**src/rtl/char_writer_if.sv**
```systemverilog
// Byte-input handshake and video RAM write port for char_writer.
// master: the side offering bytes and granting RAM slots.
// slave:  the char_writer itself.
interface char_writer_if;
  logic        in_valid;
  logic [7:0]  in_data;
  logic        in_ready;
  logic        ram_grant;
  logic        ram_wren;
  logic [15:0] ram_address;
  logic [7:0]  ram_data;

  modport master (
    output in_valid, in_data, ram_grant,
    input  in_ready, ram_wren, ram_address, ram_data
  );

  modport slave (
    input  in_valid, in_data, ram_grant,
    output in_ready, ram_wren, ram_address, ram_data
  );
endinterface

```
**src/rtl/char_writer.sv**
```systemverilog
// Character writer: turns a byte stream into video RAM writes at a text cursor.
// Handles printable bytes, CR, LF (with line clear), BS and FF (full clear).
// Optional feature macro: CHAR_WRITER_AUTOWRAP_EN -- when defined, a write into the
// last visible column wraps the cursor to the next row and clears that row;
// otherwise the column saturates at COLS-1.
module char_writer #(
  parameter int unsigned COLS = 52,
  parameter int unsigned ROWS = 24
) (
  input  logic           clk,
  input  logic           reset_n,
  char_writer_if.slave   bus,
  output logic [4:0]     cursor_row,
  output logic [6:0]     cursor_col,
  output logic           busy
);

  typedef enum logic [1:0] {StIdle, StWrite, StClrLine, StClrScreen} state_e;

  localparam logic [4:0] LastRow = 5'(ROWS - 1);
  localparam logic [6:0] LastCol = 7'(COLS - 1);
  localparam logic [7:0] Space   = 8'h20;

  state_e      r_state;
  logic        r_ready;
  logic        r_wren;
  logic [15:0] r_addr;
  logic [7:0]  r_data;
  logic [4:0]  r_row;
  logic [6:0]  r_col;

  logic        w_accept;
  logic        w_printable;
  logic [4:0]  w_next_row;

  assign w_accept    = bus.in_valid && r_ready;
  assign w_printable = (bus.in_data >= 8'h20) && (bus.in_data <= 8'h7E);
  // No scrolling: the row after the last visible one is row 0.
  assign w_next_row  = (r_row == LastRow) ? 5'd0 : r_row + 5'd1;

  assign bus.in_ready    = r_ready;
  assign bus.ram_wren    = r_wren;
  assign bus.ram_address = r_addr;
  assign bus.ram_data    = r_data;
  assign cursor_row      = r_row;
  assign cursor_col      = r_col;
  assign busy            = (r_state != StIdle);

  // FSM: byte decode, write handshake with the RAM arbiter, and clear sweeps.
  // The RAM address register doubles as the clear counter; it only advances on
  // granted cycles so every cell is written exactly once.
  always_ff @(posedge clk) begin
    if (!reset_n) begin
      r_state <= StIdle;
      r_ready <= 1'b0;
      r_wren  <= 1'b0;
      r_addr  <= 16'hF000;
      r_data  <= 8'h00;
      r_row   <= 5'd0;
      r_col   <= 7'd0;
    end else begin
      unique case (r_state)
        StIdle: begin
          r_ready <= 1'b1;
          if (w_accept) begin
            if (w_printable) begin
              r_state <= StWrite;
              r_ready <= 1'b0;
              r_wren  <= 1'b1;
              r_addr  <= {4'hF, r_row, r_col};
              r_data  <= bus.in_data;
            end else begin
              case (bus.in_data)
                8'h0D: r_col <= 7'd0;
                8'h08: begin
                  if (r_col != 7'd0) r_col <= r_col - 7'd1;
                end
                8'h0A: begin
                  r_row   <= w_next_row;
                  r_state <= StClrLine;
                  r_ready <= 1'b0;
                  r_wren  <= 1'b1;
                  r_addr  <= {4'hF, w_next_row, 7'd0};
                  r_data  <= Space;
                end
                8'h0C: begin
                  r_row   <= 5'd0;
                  r_col   <= 7'd0;
                  r_state <= StClrScreen;
                  r_ready <= 1'b0;
                  r_wren  <= 1'b1;
                  r_addr  <= 16'hF000;
                  r_data  <= Space;
                end
                default: ;  // accepted and discarded
              endcase
            end
          end
        end

        StWrite: begin
          if (bus.ram_grant) begin
            r_wren <= 1'b0;
            if (r_col == LastCol) begin
`ifdef CHAR_WRITER_AUTOWRAP_EN
              r_col   <= 7'd0;
              r_row   <= w_next_row;
              r_state <= StClrLine;
              r_wren  <= 1'b1;
              r_addr  <= {4'hF, w_next_row, 7'd0};
              r_data  <= Space;
`else
              // Saturate: the next printable byte overwrites this cell.
              r_state <= StIdle;
              r_ready <= 1'b1;
`endif
            end else begin
              r_col   <= r_col + 7'd1;
              r_state <= StIdle;
              r_ready <= 1'b1;
            end
          end
        end

        StClrLine: begin
          if (bus.ram_grant) begin
            if (r_addr[6:0] == 7'h7F) begin
              r_wren  <= 1'b0;
              r_col   <= 7'd0;
              r_state <= StIdle;
              r_ready <= 1'b1;
            end else begin
              r_addr <= r_addr + 16'd1;
            end
          end
        end

        StClrScreen: begin
          if (bus.ram_grant) begin
            if (r_addr[11:0] == 12'hFFF) begin
              r_wren  <= 1'b0;
              r_state <= StIdle;
              r_ready <= 1'b1;
            end else begin
              r_addr <= r_addr + 16'd1;
            end
          end
        end

        default: begin
          r_state <= StIdle;
          r_wren  <= 1'b0;
          r_ready <= 1'b0;
        end
      endcase
    end
  end

endmodule

```
**src/flat_wrapper.sv**
```systemverilog
// flat-port wrapper written by rule: the top's interface ports become plain ports
module char_writer_flat 
#(
  parameter int unsigned COLS = 52,
  parameter int unsigned ROWS = 24
)
  (clk, reset_n, cursor_row, cursor_col, busy, bus_in_valid, bus_in_data, bus_ram_grant, bus_in_ready, bus_ram_wren, bus_ram_address, bus_ram_data);
  char_writer_if bus_i ();
  input  logic clk;
  input  logic reset_n;
  output logic [4:0] cursor_row;
  output logic [6:0] cursor_col;
  output logic busy;
  input wire logic [$bits(bus_i.in_valid)-1:0] bus_in_valid;
  input wire logic [$bits(bus_i.in_data)-1:0] bus_in_data;
  input wire logic [$bits(bus_i.ram_grant)-1:0] bus_ram_grant;
  output wire logic [$bits(bus_i.in_ready)-1:0] bus_in_ready;
  output wire logic [$bits(bus_i.ram_wren)-1:0] bus_ram_wren;
  output wire logic [$bits(bus_i.ram_address)-1:0] bus_ram_address;
  output wire logic [$bits(bus_i.ram_data)-1:0] bus_ram_data;
  assign bus_i.in_valid = bus_in_valid;
  assign bus_i.in_data = bus_in_data;
  assign bus_i.ram_grant = bus_ram_grant;
  assign bus_in_ready = bus_i.in_ready;
  assign bus_ram_wren = bus_i.ram_wren;
  assign bus_ram_address = bus_i.ram_address;
  assign bus_ram_data = bus_i.ram_data;
  char_writer #(.COLS(COLS), .ROWS(ROWS)) u_core (.clk(clk), .reset_n(reset_n), .bus(bus_i), .cursor_row(cursor_row), .cursor_col(cursor_col), .busy(busy));
endmodule
```
**config.mk**
```make
export PLATFORM = sky130hd
export DESIGN_NAME = char_writer_flat
export DESIGN_NICKNAME = d
export VERILOG_FILES = /design/src/rtl/char_writer_if.sv /design/src/rtl/char_writer.sv /design/src/flat_wrapper.sv
export SDC_FILE = /design/constraint.sdc
export NUM_CORES = 1
export LEC_CHECK = 0
export ABC_CLOCK_PERIOD_IN_PS = 2700
export BUFFER_PORTS_ARGS = -buffer_cell sky130_fd_sc_hd__clkbuf_2
export CORE_MARGIN = 2
export CORE_UTILIZATION = 49
export DETAILED_ROUTE_END_ITERATION = 10
export PLACE_DENSITY = 0.72
export SYNTH_ARGS = -nofsm -noshare
export SYNTH_HDL_FRONTEND = slang
export SYNTH_SLANG_ARGS = --single-unit
```
**constraint.sdc**
```tcl
create_clock -name clk -period 2.7 [get_ports clk]
set_input_delay 0.27 -clock clk [delete_from_list [all_inputs] [get_ports clk]]
set_output_delay 0.27 -clock clk [all_outputs]
set_load 0.01 [all_outputs]
```
==> impl_results.md, run 1 <==
* Syn_area_per_cell at 8.371 um^2
* Post-synth ARST share at 0%
* Setup-failing EPs final at 0
* Post-CTS Hold Fix Bufs at 0
* Clock net sink count at 40
* Wirelength per Cell at 17.27 um
* Reg2reg path depth at 7
* Total track usage at 26.01%
* Final HPWL DP at 5.404 mm
* Final ANT Viol Nets at 0
* Final period utilization at 85.97%
* Gpl congestion at 0.9381
* Peak VDD IR at 269.5 uV
* Synth-to-Final Area Change at 14.85%
* Fillers at 521
* Crit-path slowest cell: dfxtp_1
* Post-CTS sizing at 0
* CTS tree: built
* First-pass DRT Iterations at 6
* Setup tns final at 0 ns
* Initial Util at 50.02%
* Fin util at 57.45%
* Netlist Area Pre-Place at 2704 um^2
* Yosys reg bits at 40
* Clock Pin Slew Worst Setup and Hold Paths at 0.08 ns
* Worst Skew at 0.01122 ns
* CTS HTree Levels at 2
* Vias per cell at 6.528
* Placeable Area at 5405 um^2
* Share of cells above drive strength 1 at 22.22%
* Final setup margin at 0.3789 ns
* RSZ-0062 raised after global routing: false
* F_max at 0.4308 GHz
* Worst hold path class: in2reg
* Largest net degree at the start of global routing at 22
* Worst Path Buf+Inv at 1
* First-pass GRT wire length at 12.92 mm
* Worst path top cell family by delay: compound AO/OA/AOI/OAI gates
* Post-synth EDFFs at 0
* Multi-input logic area at 1777 um^2
* CTS buffer count at 5
* WHS Path Cells at 3
* Number of stages on the worst setup path at 7
* CP required at 2.91 ns
* Slew of the pin with the lowest slew margin at 0.7064 ns
* Routed WL at 7.617 mm
* CP Class: reg2reg
* Port bufs at 50
* Syn nets at 344
* N_diodes at 0
* Top FF cell, synth: dfxtp_1
* Initial antenna violation count at 0
* Sequential element share of the synthesized area at 29.62%
* Cell variety after synth at 76
* CP arrival at 2.53 ns
* Setup crit start kind: register
* Slew HR at 52.91%
* Max-Cap Viols at 0
* Cells after synthesis at 323
* Final Critical Period at 2.321 ns
* Vias at 2879
* Pre-CTS WS at 0.4703 ns
* Setup bufs post-CTS at 0
* CTS Buffer Depth at 2
* Die width at 78.29 um
* DR DRC count at 0
* Worst path max stage delay at 0.53 ns
* Clk_lat worst skew at 0.31 ns
* Yosys warning total at 0
* IO Count at 51
* DRT iter0 DRCs at 364
* Vias in the first global route at 2632
* Setup crit end kind: register
* Full die area at 6129 um^2
* Die Span Y at 78.29 um
* Crit path cell chain: inv_1 -> ha_1 -> or3b_2 -> nor4_4 -> a2111oi_2 -> nand2_1 -> o41ai_1
* Cell area power density at 476.7 nW/um^2
* CP Max Fanout at 10
* Final Max Slew Viols at 0
* Root Buffer: clkbuf_8
* Rows at 27
* Grt total ovfl at 0
* Nets@finish at 389
* P_leak at 1.206 nW
* FF+latch area at 800.8 um^2
* Final hold violations at 0
* Status: finished, final reports clean
-- cells by family after synthesis --
| family | count (synthesis) | synth area share, % |
|---|---|---|
| AOI/OAI and AO/OA | 122 | 33.69 |
| xor gates and xnor gates | 3 | 0.9719 |
| adders and majority gates | 9 | 4.165 |
| buffers and inverters | 29 | 4.674 |
| DFF | 40 | 29.62 |
| muxes | 4 | 1.481 |
| and+or+nand+nor | 116 | 25.41 |
-- synthesized netlist by cell type, types with 3 or more instances --
library cell  instances  area share (%)
dfxtp_1              40              30
buf_2                 5            0.93
a21o_1                3            0.83
and4_1                3            0.97
nor2_1               20             2.8
a21oi_1              25             4.6
o31ai_1               4             1.1
inv_1                10             1.4
a211oi_1              9             2.5
ha_1                  9             4.2
a211o_1               4             1.3
o22ai_1               4            0.93
mux2i_1               4             1.5
nand4_1               4            0.93
and2_1                3            0.69
o21ai_1               6             1.1
nand2_1              27             3.7
o221a_1               9             3.7
nor3_1               15             2.8
a31oi_1               8             1.9
clkbuf_1             12             1.7
nand3_1              13             2.4
o21ai_0               9             1.7
a22oi_1               9             2.5
o41ai_1               3            0.97
-- report_power, final --
part	internal [W]	total [W]	switching, W
combinational	0.000150	0.000380	0.000231
sequential	0.000617	0.000662	0.0000443
clock	0.000207	0.000438	0.000231
total	0.000974	0.00148	0.000506
-- cells in the final DEF, fill, tap and decap left out, drive strengths merged, types with 4 or more instances in the layout --
cell type / count
mux2i: 4
o31ai: 4
nand2: 27
dfxtp: 40
clkbuf: 56
nor2: 21
o21ai: 15
and4: 4
a21oi: 25
a211oi: 9
nand3: 14
inv: 10
buf: 7
o221a: 10
a211o: 4
nand4: 4
a22oi: 9
nor3: 15
ha: 9
a31oi: 9
o22ai: 4
-- through the flow --
| step | cell area, um^2 | hold WS (ns) | total power (W) | std cells |
|---|---|---|---|---|
| floorplan | 2704 | 0.4323 | 0.0009333 | 323 |
| global placement | 3008 | 0.4474 | 0.001044 | 433 |
| detailed placement | 3008 | 0.4524 | 0.001045 | 433 |
| CTS | 3105 | 0.2785 | 0.001477 | 441 |
| global route | 3105 | 0.3042 | 0.001553 | 441 |
| finish | 3105 | 0.2832 | 0.001480 | 441 |
-- final cells by class --
cell class / instances / area share, %
clock inverters: 2 / 0.4835
inverters: 10 / 1.209
clock buffers: 6 / 2.659
well taps: 72 / 2.901
multi-input cells: 254 / 57.21
repair buffers: 57 / 9.750
flip-flops and latches: 40 / 25.79
-- worst min-delay path, stage by stage --
cell,delay [ns]
clkbuf_2,0.12
a22oi_1,0.08
nor2_1,0.08
-- path summary, 6_finish.rpt --
kind	from	to	slack [ns]
worst max-delay path	u_core.cursor_col[0]	u_core.cursor_col[4]	0.38
worst min register to register	u_core.bus.ram_data[6]	u_core.bus.ram_data[6]	0.46
worst min-delay path	bus_in_data[3]	u_core.bus.ram_data[3]	0.28
worst max register to register	u_core.cursor_col[0]	u_core.cursor_col[4]	0.38
-- layer usage --
| layer | vias up | track usage, % | wire length [um] |
|---|---|---|---|
| met5 | - | 0 | 0 |
| met4 | 0 | 9.474 | 157 |
| met3 | 16 | 4.368 | 623 |
| met2 | 148 | 39.14 | 3325 |
| met1 | 1346 | 37.36 | 3511 |
| li1 | 1369 | - | - |
-- registers in the layout, summed over array words and instances, names as in the netlist --
register	flops
u_core.bus.in_ready	1
u_core.bus.ram_address	16
u_core.bus.ram_data	8
u_core.bus.ram_wren	1
u_core.cursor_col	7
u_core.cursor_row	5
u_core.r_state	2
Power figures use the tool's default switching activity.
==> inputs of run 2 (changes only) <==
- CELL_PAD_IN_SITES_DETAIL_PLACEMENT: unset -> 1
- CELL_PAD_IN_SITES_GLOBAL_PLACEMENT: unset -> 1
- CORE_UTILIZATION: 49 -> 43
- CTS_BUF_LIST: unset -> sky130_fd_sc_hd__clkbuf_4 sky130_fd_sc_hd__clkbuf_8
- PLACE_DENSITY: 0.72 -> unset
- PLACE_DENSITY_LB_ADDON: unset -> 0.1
==> run 2 against run 1 <==
Effect of this change: sequential share of layout area is 0.21 points lower; clock power is 26% higher; critical path depth stayed put; final cell count is 0.45% higher; sequential power hardly changed; total power is 8.2% higher; critical endpoint unchanged; core utilization is 5.2 points lower; first-iteration DRC count is 41% lower; maximum frequency is 3.3% lower; largest power group unchanged; routed wire length is 12% higher; non-clock buffer count is 1 lower; via count is 1.1% lower.
==> impl_results.md, run 2 (synthesized netlist as in run 1, its figures left out) <==
* Final HPWL DP at 6.154 mm
* Layout Cells excl Fill at 443
* F_max at 0.4168 GHz
* Worst hold path class: in2reg
* Total track usage at 25.01%
* Reg2reg path depth at 7
* IO Count at 51
* Slew of the pin with the lowest slew margin at 0.8974 ns
* Setup bufs post-CTS at 0
* CTS buffer count at 5
* Status: finished, final reports clean
* Slew HR at 40.11%
* Share of cells above drive strength 1 at 22.01%
* Port bufs at 50
* Synth-to-Final Area Change at 15.78%
* Die Span Y at 83.30 um
* Clk_lat worst skew at 0.30 ns
* Crit path cell chain: inv_1 -> ha_1 -> or3b_2 -> nor4_4 -> a2111oi_2 -> nand2_1 -> o41ai_1
* Placeable Area at 5991 um^2
* Final setup margin at 0.3005 ns
* Routed WL at 8.538 mm
* Number of flip-flops in the largest register at 16
* Wirelength per Cell at 19.27 um
* Gpl congestion at 0.8919
* Setup crit end kind: register
* Fin util at 52.26%
* Die width at 83.30 um
* Vias in the first global route at 2810
* CTS HTree Levels at 2
* P_leak at 1.223 nW
* Full die area at 6938 um^2
* Post-CTS Hold Fix Bufs at 0
* Grt total ovfl at 0
* Final ANT Viol Nets at 0
* Placed cell areas at 3004 um^2
* Nets@finish at 388
* Vias at 2846
* Commonest non-fill, non-tap cell in the layout: clkbuf_2
* Crit-path slowest cell: dfxtp_1
* DR DRC count at 0
* First-pass GRT wire length at 14.23 mm
* Final instance area at 3131 um^2
* Pre-CTS WS at 0.3563 ns
* Setup tns final at 0 ns
* Clk pwr share at 34.5%
* Setup-failing EPs final at 0
* Final Critical Period at 2.399 ns
* N_diodes at 0
* P_sw at 0.0005096 W
* Seq pwr share at 41.3%
* Worst path top cell family by delay: compound AO/OA/AOI/OAI gates
* Final Max Slew Viols at 0
* Post-CTS sizing at 0
* Initial antenna violation count at 0
* CP Max Fanout at 10
* WHS Path Cells at 3
* CTS Buffer Depth at 2
* Sw frac at 31.80%
* Worst Path Buf+Inv at 1
* Worst path max stage delay at 0.52 ns
* Logic pwr share at 24.2%
* Setup crit start kind: register
* Max-Cap Viols at 0
* Largest net degree at the start of global routing at 26
* Vias per cell at 6.424
* Final period utilization at 88.87%
* Power Internal at 0.001093 W
* CP arrival at 2.59 ns
* DRT iter0 DRCs at 216
* Peak VDD IR at 253.6 uV
* Final hold violations at 0
* Number of stages on the worst setup path at 7
* Worst Skew at 0.009356 ns
* CTS tree: built
* Initial Util at 45.13%
* Root Buffer: clkbuf_8
* First-pass DRT Iterations at 4
* CP Class: reg2reg
* RSZ-0062 raised after global routing: false
* Inst Count DP at 435
* Rows at 28
* Cell area power density at 511.8 nW/um^2
* Most frequent cells in the layout: clkbuf_2 (50), dfxtp_1 (40), nand2_1 (27), a21oi_1 (25), nor2_1 (20)
* CP required at 2.89 ns
* Clock Pin Slew Worst Setup and Hold Paths at 0.08 ns
* Clock net sink count at 40
==> run 2: changes by cell type in the layout (fill, tap and decap cells not counted), sizes merged <==
cell / before / now
clkbuf: 56 / 57
buf: 7 / 6
bufinv: 0 / 1
clkinvlp: 2 / 0
==> run 2: tightest hold or removal path, cell delays in order <==
cell and delay, ns:
clkbuf_2 0.12, a22oi_1 0.09, nor2_1 0.10
==> run 2: cell type report <==
type / instances / area, um^2
clock buffer: 7 / 96.34
clock inverter: 1 / 30.03
fill: 748 / 2860
inverter: 10 / 37.54
multi-input combinational: 254 / 1777
sequential: 40 / 800.8
tap: 75 / 93.84
timing repair buffer: 56 / 295.3
==> run 2: final timing paths <==
check                         start  slack (ns)                      to
max            u_core.cursor_col[0]        0.30    u_core.cursor_col[4]
min                  bus_in_data[3]        0.32  u_core.bus.ram_data[3]
max reg2reg    u_core.cursor_col[0]        0.30    u_core.cursor_col[4]
min reg2reg  u_core.bus.ram_data[6]        0.47  u_core.bus.ram_data[6]
==> run 2: power by group through the flow <==
stage	sequential, W	combinational, W	clock (W)
2_1_floorplan	0.000668	0.000265	0
3_3_place_gp	0.000674	0.000377	0
3_5_place_dp	0.000674	0.000381	0
4_1_cts	0.000660	0.000385	0.000564
5_1_grt	0.000667	0.000427	0.000586
6_report	0.000661	0.000388	0.000553
==> run 2: metrics by stage <==
stage / total power [W] / hold WS, ns
3_5_place_dp: 0.001055 / 0.4586
4_1_cts: 0.001609 / 0.3131
5_1_grt: 0.001681 / 0.3211
3_3_place_gp: 0.001051 / 0.4505
6_report: 0.001602 / 0.3209
2_1_floorplan: 0.0009333 / 0.4323
==> run 2: layer usage <==
| metal | part of all wire, % | routed length (um) | GRT usage (%) | vias to the layer above |
|---|---|---|---|---|
| met5 | 0 | 0 | 0 | - |
| met4 | 1.4 | 123 | 6.855 | 0 |
| met3 | 4.7 | 399 | 3.877 | 14 |
| met2 | 48 | 4101 | 41.94 | 85 |
| met1 | 46 | 3914 | 33.33 | 1382 |
| li1 | - | - | - | 1365 |
==> inputs of run 3 (changes only) <==
- CORE_ASPECT_RATIO: unset -> 1.1
==> run 3 against run 2 <==
Effect of this change: sequential power hardly changed; critical path depth unchanged; sequential share of layout area about the same; largest cell class unchanged; critical path type unchanged; core utilization shrank 1.2 points; non-clock buffer count rose by 3; highest routed layer unchanged.
==> impl_results.md, run 3 (synthesized netlist as in run 1, its figures left out) <==
* Slew HR at 48.39%
* Vias in the first global route at 2789
* Setup crit end kind: register
* Initial Util at 44.19%
* Die width at 79.61 um
* Nets@finish at 391
* Commonest non-fill, non-tap cell in the layout: clkbuf_2
* Setup crit start kind: register
* Setup tns final at 0 ns
* DR DRC count at 0
* Wirelength per Cell at 19.43 um
* Crit-path slowest cell: dfxtp_1
* Placeable Area at 6118 um^2
* Placed cell areas at 3033 um^2
* Worst hold path class: in2reg
* Full die area at 6939 um^2
* Setup-failing EPs final at 0
* Vias per cell at 6.350
* CP arrival at 2.55 ns
* Post-CTS sizing at 0
* Final ANT Viol Nets at 0
* Final HPWL DP at 6.370 mm
* N_diodes at 0
* Status: finished, final reports clean
* Final instance area at 3126 um^2
* Gpl congestion at 0.8009
* Grt total ovfl at 0
* Worst path max stage delay at 0.55 ns
* Setup bufs post-CTS at 0
* Fillers at 789
* Slew of the pin with the lowest slew margin at 0.7741 ns
* Inst Count DP at 443
* Port bufs at 50
* DRT iter0 DRCs at 118
* Max-Cap Viols at 0
* Fin util at 51.08%
* Post-CTS Hold Fix Bufs at 0
* Crit path cell chain: inv_1 -> ha_1 -> or3b_2 -> nor4_4 -> a2111oi_2 -> nand2_1 -> a211oi_1
* Most frequent cells in the layout: clkbuf_2 (50), dfxtp_1 (40), nand2_1 (27), a21oi_1 (25), nor2_1 (20)
* CTS tree: built
* Worst path top cell family by delay: compound AO/OA/AOI/OAI gates
* CTS buffer count at 5
* IO Count at 51
* Worst Skew at 0.002660 ns
* Layout Cells excl Fill at 451
* RSZ-0062 raised after global routing: false
* Root Buffer: clkbuf_8
* Worst Path Buf+Inv at 1
* CP Class: reg2reg
* First-pass DRT Iterations at 4
* First-pass GRT wire length at 14.32 mm
* CTS HTree Levels at 2
* CTS Buffer Depth at 2
* P_leak at 1.224 nW
* F_max at 0.4248 GHz
* Number of flip-flops in the largest register at 16
* CP Max Fanout at 10
* Share of cells above drive strength 1 at 22.64%
* Largest net degree at the start of global routing at 22
* Clock net sink count at 40
* Clock Pin Slew Worst Setup and Hold Paths at 0.08 ns
* Final hold violations at 0
* Initial antenna violation count at 0
* Final Critical Period at 2.354 ns
* Pwr Total at 0.001483 W
* Total track usage at 26.04%
* Vias at 2864
* Routed WL at 8.764 mm
* Rows at 30
* Final Max Slew Viols at 0
* Synth-to-Final Area Change at 15.59%
* Cell area power density at 474.6 nW/um^2
* Die Span Y at 87.17 um
* Clk_lat worst skew at 0.30 ns
* CP required at 2.90 ns
* Peak VDD IR at 216.6 uV
* Final period utilization at 87.18%
[run 3: changes by cell type in the layout (fill, tap and decap cells not counted), sizes merged]
| cell | change |
|---|---|
| clkbuf | -1 |
| bufinv | -1 |
| clkinv | +2 |
| buf | +3 |
[run 3: cell type report]
class                           count  area, um^2  area share, %
Multi-Input combinational cell    254        1777          56.85
Clock buffer                        6       82.58          2.642
Timing Repair Buffer               59       317.8          10.17
Inverter                           10       37.54          1.201
Clock inverter                      2       10.01         0.3203
Sequential cell                    40       800.8          25.62
Tap cell                           80       100.1          3.203
[run 3: report_power, final]
group / switching [W] / total (W) / internal, W / leakage (nW)
logic: 0.000240 / 0.000393 / 0.000153 / 0.849
clock network: 0.000226 / 0.000430 / 0.000204 / 0.0510
registers: 0.0000434 / 0.000661 / 0.000617 / 0.324
total: 0.000509 / 0.00148 / 0.000974 / 1.22
[run 3: worst paths after layout]
check                         startpoint                     end  slack [ns]  cells past startpoint
setup reg to reg    u_core.cursor_col[0]    u_core.cursor_col[1]        0.35                      7
hold / removal            bus_in_data[3]  u_core.bus.ram_data[3]        0.30                      3
hold reg to reg   u_core.bus.ram_data[6]  u_core.bus.ram_data[6]        0.47                      2
setup / recovery    u_core.cursor_col[0]    u_core.cursor_col[1]        0.35                      7
[run 3: tightest hold or removal path: stages]
cell,delay [ns]
clkbuf_2,0.12
a22oi_1,0.08
nor2_1,0.09
[run 3: routing by layer]
metal / share of wire [%] / GRT usage (%) / vias to the layer above
li1: - / - / 1368
met1: 45 / 33.25 / 1426
met2: 50 / 45.76 / 57
met3: 3.2 / 3.320 / 13
met4: 1.3 / 7.524 / 0
met5: 0 / 0 / -
[run 3: through the flow]
step	hold WS, ns	setup slack (ns)
floorplan	0.4323	0.6331
global placement	0.4431	0.3932
detailed placement	0.4638	0.3411
CTS	0.3001	0.3208
global route	0.3243	0.09040
finish	0.2988	0.3462
